**src/rtl/ssd_scan_if.sv**
```systemverilog
// Load/status/pin bundle between score logic and the seven-segment scan driver.
// The master drives value/load; the slave returns status and the registered display pins.
interface ssd_scan_if #(
    parameter int unsigned NUM_DIGITS = 4,
    parameter int unsigned VALUE_W    = 14
);
    logic [VALUE_W-1:0]    value;
    logic                  load;
    logic                  busy;
    logic                  overflow;
    logic [6:0]            segs;
    logic [NUM_DIGITS-1:0] anodes;

    modport master (
        output value, load,
        input  busy, overflow, segs, anodes
    );

    modport slave (
        input  value, load,
        output busy, overflow, segs, anodes
    );
endinterface

```
**src/rtl/ssd_scan_driver.sv**
```systemverilog
// Multi-digit seven-segment scan driver: sequential binary-to-BCD conversion (shift-add-3)
// feeding a scanned display. Optional leading-zero blanking under `define SSD_LZB_EN.
module ssd_scan_driver #(
    parameter int unsigned NUM_DIGITS = 4,
    parameter int unsigned VALUE_W    = 14,
    parameter int unsigned SCAN_DIV   = 50000
) (
    input logic        clock,
    input logic        resetn,
    ssd_scan_if.slave  bus
);
    // Decimal digits needed for the largest VALUE_W-bit value.
    function automatic int unsigned dec_digits(input int unsigned w);
        longint unsigned m;
        int unsigned     n;
        m = (64'd1 << w) - 64'd1;
        n = 0;
        while (m != 64'd0) begin
            m = m / 64'd10;
            n = n + 1;
        end
        return (n == 0) ? 1 : n;
    endfunction

    localparam int unsigned ACC_MIN = dec_digits(VALUE_W);
    localparam int unsigned ACC_NIB = (ACC_MIN > NUM_DIGITS) ? ACC_MIN : NUM_DIGITS;
    localparam int unsigned ACC_W   = ACC_NIB * 4;
    localparam int unsigned IDX_W   = (NUM_DIGITS > 1) ? $clog2(NUM_DIGITS) : 1;
    localparam int unsigned CNT_W   = $clog2(SCAN_DIV);
    localparam int unsigned BIT_W   = $clog2(VALUE_W + 1);

    typedef enum logic [1:0] {StIdle, StConv, StCommit} state_e;

    function automatic logic [6:0] decode(input logic [3:0] nib);
        case (nib)
            4'd0:    return 7'h40;
            4'd1:    return 7'h79;
            4'd2:    return 7'h24;
            4'd3:    return 7'h30;
            4'd4:    return 7'h19;
            4'd5:    return 7'h12;
            4'd6:    return 7'h02;
            4'd7:    return 7'h78;
            4'd8:    return 7'h00;
            4'd9:    return 7'h10;
            default: return 7'h7F;
        endcase
    endfunction

    state_e                      state_q;
    logic                        busy_q, ovf_q;
    logic [VALUE_W-1:0]          sh_q;
    logic [ACC_W-1:0]            acc_q;
    logic [BIT_W-1:0]            bit_q;
    logic [NUM_DIGITS-1:0][3:0]  disp_q;

    logic [ACC_W-1:0]            acc_adj, acc_next;
    logic                        ovf_next;

    always_comb begin
        acc_adj = acc_q;
        for (int unsigned i = 0; i < ACC_NIB; i++) begin
            if (acc_q[i*4 +: 4] >= 4'd5) acc_adj[i*4 +: 4] = acc_q[i*4 +: 4] + 4'd3;
        end
        acc_next = {acc_adj[ACC_W-2:0], sh_q[VALUE_W-1]};
        // Any nonzero nibble above the displayed ones means the value did not fit.
        ovf_next = 1'b0;
        for (int unsigned i = NUM_DIGITS; i < ACC_NIB; i++) begin
            if (acc_q[i*4 +: 4] != 4'd0) ovf_next = 1'b1;
        end
    end

    always_ff @(posedge clock or negedge resetn) begin
        if (!resetn) begin
            state_q <= StIdle;
            busy_q  <= 1'b0;
            ovf_q   <= 1'b0;
            sh_q    <= '0;
            acc_q   <= '0;
            bit_q   <= '0;
            disp_q  <= '0;
        end else begin
            unique case (state_q)
                StIdle: begin
                    if (bus.load) begin
                        sh_q    <= bus.value;
                        acc_q   <= '0;
                        bit_q   <= '0;
                        busy_q  <= 1'b1;
                        state_q <= StConv;
                    end
                end
                StConv: begin
                    acc_q <= acc_next;
                    sh_q  <= sh_q << 1;
                    bit_q <= bit_q + BIT_W'(1);
                    if (bit_q == BIT_W'(VALUE_W - 1)) state_q <= StCommit;
                end
                StCommit: begin
                    disp_q  <= acc_q[NUM_DIGITS*4-1:0];
                    ovf_q   <= ovf_next;
                    busy_q  <= 1'b0;
                    state_q <= StIdle;
                end
                default: state_q <= StIdle;
            endcase
        end
    end

    logic [CNT_W-1:0]      cnt_q;
    logic [IDX_W-1:0]      idx_q;
    logic [6:0]            segs_q, seg_sel;
    logic [NUM_DIGITS-1:0] anodes_q;
    logic                  blank;

    always_comb begin
        blank = 1'b0;
`ifdef SSD_LZB_EN
        // Blank when this digit and every digit above it are zero; digit 0 always shows.
        blank = (idx_q != '0);
        for (int unsigned i = 0; i < NUM_DIGITS; i++) begin
            if (i >= 32'(idx_q) && disp_q[i] != 4'd0) blank = 1'b0;
        end
`endif
        if (ovf_q) begin
            seg_sel = 7'h3F;
        end else if (blank) begin
            seg_sel = 7'h7F;
        end else begin
            seg_sel = decode(disp_q[idx_q]);
        end
    end

    // Pins reload only at slot start, so a commit mid-slot shows from the next slot.
    always_ff @(posedge clock or negedge resetn) begin
        if (!resetn) begin
            cnt_q    <= '0;
            idx_q    <= '0;
            segs_q   <= 7'h7F;
            anodes_q <= '1;
        end else begin
            if (cnt_q == CNT_W'(SCAN_DIV - 1)) begin
                cnt_q <= '0;
                idx_q <= (idx_q == IDX_W'(NUM_DIGITS - 1)) ? '0 : idx_q + IDX_W'(1);
            end else begin
                cnt_q <= cnt_q + CNT_W'(1);
            end
            if (cnt_q == '0) begin
                anodes_q <= ~(NUM_DIGITS'(1) << idx_q);
                segs_q   <= seg_sel;
            end
        end
    end

    assign bus.busy     = busy_q;
    assign bus.overflow = ovf_q;
    assign bus.segs     = segs_q;
    assign bus.anodes   = anodes_q;
endmodule

```
**src/flat_wrapper.sv**
```systemverilog
// flat-port wrapper written by rule: the top's interface ports become plain ports
module ssd_scan_driver_flat 
#(
    parameter int unsigned NUM_DIGITS = 4,
    parameter int unsigned VALUE_W    = 14,
    parameter int unsigned SCAN_DIV   = 50000
)
  (clock, resetn, bus_value, bus_load, bus_busy, bus_overflow, bus_segs, bus_anodes);
  ssd_scan_if #(.NUM_DIGITS(NUM_DIGITS), .VALUE_W(VALUE_W)) bus_i ();
  input logic clock;
  input logic resetn;
  input wire logic [$bits(bus_i.value)-1:0] bus_value;
  input wire logic [$bits(bus_i.load)-1:0] bus_load;
  output wire logic [$bits(bus_i.busy)-1:0] bus_busy;
  output wire logic [$bits(bus_i.overflow)-1:0] bus_overflow;
  output wire logic [$bits(bus_i.segs)-1:0] bus_segs;
  output wire logic [$bits(bus_i.anodes)-1:0] bus_anodes;
  assign bus_i.value = bus_value;
  assign bus_i.load = bus_load;
  assign bus_busy = bus_i.busy;
  assign bus_overflow = bus_i.overflow;
  assign bus_segs = bus_i.segs;
  assign bus_anodes = bus_i.anodes;
  ssd_scan_driver #(.NUM_DIGITS(NUM_DIGITS), .VALUE_W(VALUE_W), .SCAN_DIV(SCAN_DIV)) u_core (.clock(clock), .resetn(resetn), .bus(bus_i));
endmodule
```
**config.mk**
```make
export PLATFORM = sky130hd
export DESIGN_NAME = ssd_scan_driver_flat
export DESIGN_NICKNAME = d
export VERILOG_FILES = /design/src/rtl/ssd_scan_if.sv /design/src/rtl/ssd_scan_driver.sv /design/src/flat_wrapper.sv
export SDC_FILE = /design/constraint.sdc
export NUM_CORES = 1
export LEC_CHECK = 0
export BUFFER_PORTS_ARGS = -buffer_cell sky130_fd_sc_hd__buf_2
export CORE_MARGIN = 10
export CORE_UTILIZATION = 40
export CTS_CLUSTER_DIAMETER = 80
export DETAILED_ROUTE_END_ITERATION = 8
export GPL_TIMING_DRIVEN = 1
export PLACE_DENSITY = 0.53
export RECOVER_POWER = 50
export SKIP_CTS_REPAIR_TIMING = 1
export SYNTH_ARGS = -nofsm -noshare
export SYNTH_HDL_FRONTEND = slang
export SYNTH_SLANG_ARGS = --single-unit
```
**constraint.sdc**
```tcl
create_clock -name clock -period 2.25 [get_ports clock]
set_clock_uncertainty 0.15 [all_clocks]
set_input_delay 0.1125 -clock clock [delete_from_list [all_inputs] [get_ports clock]]
set_output_delay 0.1125 -clock clock [all_outputs]
set_load 0.1 [all_outputs]
```
==> results by group <==
Outcome
  – Outcome: completed

STA
  – Final setup fails: 0
  – Pins over their slew limit: 0
  – Slew @ Worst Pin: about 1200 ps
  – RSZ-0062 raised after global routing: false
  – Final period utilization: 90.0%
  – Max Clock Freq: 0.494 GHz
  – Final Hold Slack: 47.8 ps
  – Tmin final: 2020 ps
  – TNS Setup: 0 ps
  – Hold Fails Final Rpt: 0
  – Slew Limit Headroom: around a fifth

Synthesis
  – Top cell type by total area after synthesis: dfrtp_1
  – Seq/Total Area, Yosys: 49.4%
  – Yosys cell types: 43
  – #FFs+latches synth: 87
  – Post-synth EDFFs: 0
  – Main flop type after synthesis: dfrtp_1
  – Synth async-reset ratio: between 90% and 100%
  – Mux contribution to synthesized area: 8.77%
  – Largest family of logic cells by synthesized area: compound AO/OA/AOI/OAI gates
  – Synth Area in Adders: 7.05%
  – Post-synth net total: around 460
  – Synth Area in Simple Gates: 12.2%
  – Top cells by area, synth: dfrtp_1 43%, ha_1 7.0%, dfstp_2 6.5%
  – Synthesis Warnings: 0
  – Share of the synthesized area in the top cell type: 42.9%
  – Synth Area in XOR/XNOR: 4.54%
  – Cells after synthesis: 413
  – Synth Area in Compound Gates: 14.3%
  – Mean Syn Cell Area: 10.7 um^2
  – Mapped Area: 0.00444 mm^2

Finish
  – # diodes: 0
  – Layout cells sized above 1: 20.9%
  – Layout area overhead: 15.2%
  – Nets: 506
  – Most frequent cells in the layout: 75 x dfrtp_1, 31 x o21ai_0, 28 x buf_2, 26 x a21oi_1, 25 x ha_1
  – Fillcell total: 1,024
  – Most common cell after layout, fill and taps aside: dfrtp_1

Clock tree
  – Root Buffer: clkbuf_8
  – Worst-Skew Late Latency: 370 ps
  – Longest Clk Path Bufs: 2
  – Clock sink count: 87
  – CTS tree: yes
  – H-tree depth: 3
  – CTS clk-pin slew, worst paths: 90 ps
  – Num CTS Buffers: 9

Floorplanning
  – Core Region: around 0.011 mm^2
  – Die ar.: 0.0157 mm^2
  – Core Rows: 38
  – Initial Util: 40.9%
  – Die height: 125 um
  – Die W: 125 um
  – IO Pins: 30

Drt
  – Metal-1 WL: 4.85 mm
  – DRT Pass-1 Iters: 4
  – DR top layer: met4
  – Met2 Wirelength: 3.99 mm
  – Initial DRC Count: 216
  – WL final: roughly 9.4 mm
  – Drt wl/cell: 15.5 um
  – Antenna Nets Post-Route: 0
  – Drt via density: 5.19
  – DR vias: 3,157
  – Remaining DRCs: 0
  – DR WL met3: roughly 390 um

Placement
  – Gp weighted congestion: 0.799
  – Post-DP HPWL: 6.47 mm
  – I/O Buffers: 29

Worst setup path
  – Arrival time worst endpoint: 2180 ps
  – Crit. End Element: flop
  – Cell mode on critical path: inv_1
  – WP data required: approximately 2400 ps
  – Bufs and invs on worst path: 2
  – Crit path max-delay cell type: mux4_2
  – CP Launch Type: flop
  – Delay-heaviest family, CP: multiplexers
  – Crit path kind: flop to flop
  – Slowest stage delay, CP: 580 ps
  – CP Cell Sequence: mux4_2, inv_1, ha_1, inv_1, mux2_1, o21ai_1, a21oi_1
  – Crit path max fanout: 5

Global routing
  – Vias in the first global route: 3,061
  – Grt ovf: 0
  – Initial antenna violation count: 0
  – Global-route wire length before repair: 16.1 mm
  – All-Layer GR Usage: 12.3%
  – Largest net degree at the start of global routing: roughly 50

Flow run
  – Max-cap viol count: 0

Power and ir drop
  – Peak ir drop on the vdd network: approximately 0.48 mV
  – PD cells: 1030 mW/mm^2
  – Leakage: 2.31 nW

Hold path
  – Hold crit path type: primary input to flop
==> flip-flops by register name, indices dropped and copies added, names as in the netlist <==
signal               cells
u_core.bus.busy          1
u_core.idx_q             2
u_core.acc_q            20
u_core.state_q           2
u_core.bus.segs          7
u_core.bit_q             4
u_core.bus.overflow      1
u_core.sh_q             14
u_core.disp_q           16
u_core.cnt_q            16
u_core.bus.anodes        4
==> cells in the mapped netlist, drive strengths merged, types with 8 or more instances <==
cell     n
dfstp   11
mux2    23
nand2   19
dfrtp   76
nand3    8
a21oi   27
nor2    24
xor2    12
o21ai   33
nand2b  10
inv     24
nor2b   21
clkbuf  13
xnor2   11
a22oi   13
ha      25
==> area by class of cell <==
cell class	instances	area [um^2]	share of cell area, %
inverters	24	90.1	1.76
multi-input cells	284	2080	40.8
clock buffers	11	131	2.57
repair buffers	58	389	7.61
clock inverters	4	48.8	0.955
well taps	140	175	3.43
flip-flops and latches	87	2190	42.9
==> power by group <==
group / switching, mW / internal (mW) / total [mW]
registers: 0.367 / 1.96 / 2.33
logic: 0.997 / 0.856 / 1.85
clock network: 0.560 / 0.507 / 1.07
total: 1.92 / 3.33 / 5.25
==> routing by layer <==
metal / vias to the layer above / track usage, %
met2: 62 / 16.9
met5: - / 0
met1: 1530 / 17.8
met3: 11 / 2.75
li1: 1554 / -
met4: 0 / 5.49
==> path summary, 6_finish.rpt <==
check | start | endpoint | slack [ps] | cells after the start
setup / recovery | u_core.idx_q[0] | u_core.bus.segs[4] | 230 | 7
hold / removal | bus_load | u_core.bus.busy | 50 | 3
min in group asynchronous | resetn | u_core.cnt_q[10] | 380 | 2
hold reg to reg | u_core.bus.segs[6] | u_core.bus.segs[6] | 330 | 2
setup reg to reg | u_core.idx_q[0] | u_core.bus.segs[4] | 230 | 7
max in group asynchronous | resetn | u_core.idx_q[0] | 390 | 3
==> logic make-up after synthesis <==
| family | Yosys count |
|---|---|
| buffers and inverters | 42 |
| adders and majority gates | 25 |
| and+or+nand+nor | 103 |
| xor gates and xnor gates | 23 |
| AOI/OAI and AO/OA | 102 |
| muxes | 31 |
| DFF | 87 |
==> per-stage QoR <==
step | util [%] | cell area (um^2) | cells | power [mW] | setup WS [ps]
floorplan | - | 4440 | 413 | 3.67 | 171
detailed placement | 44.3 | 4810 | 578 | 4.21 | 172
global route | 47.1 | 5110 | 608 | 5.68 | 66.0
finish | 47.1 | 5110 | 608 | 5.25 | 226
global placement | 44.3 | 4810 | 578 | 4.16 | 213
CTS | 46.0 | 4990 | 593 | 5.31 | 167
==> worst register-to-register path: stages (launching register included) <==
cell and delay [ps]:
dfrtp_2 420, mux4_2 580, inv_1 130, ha_1 150
inv_1 50, mux2_1 290, o21ai_1 120, a21oi_1 80
Note: power is estimated with default switching activity, not from simulation.
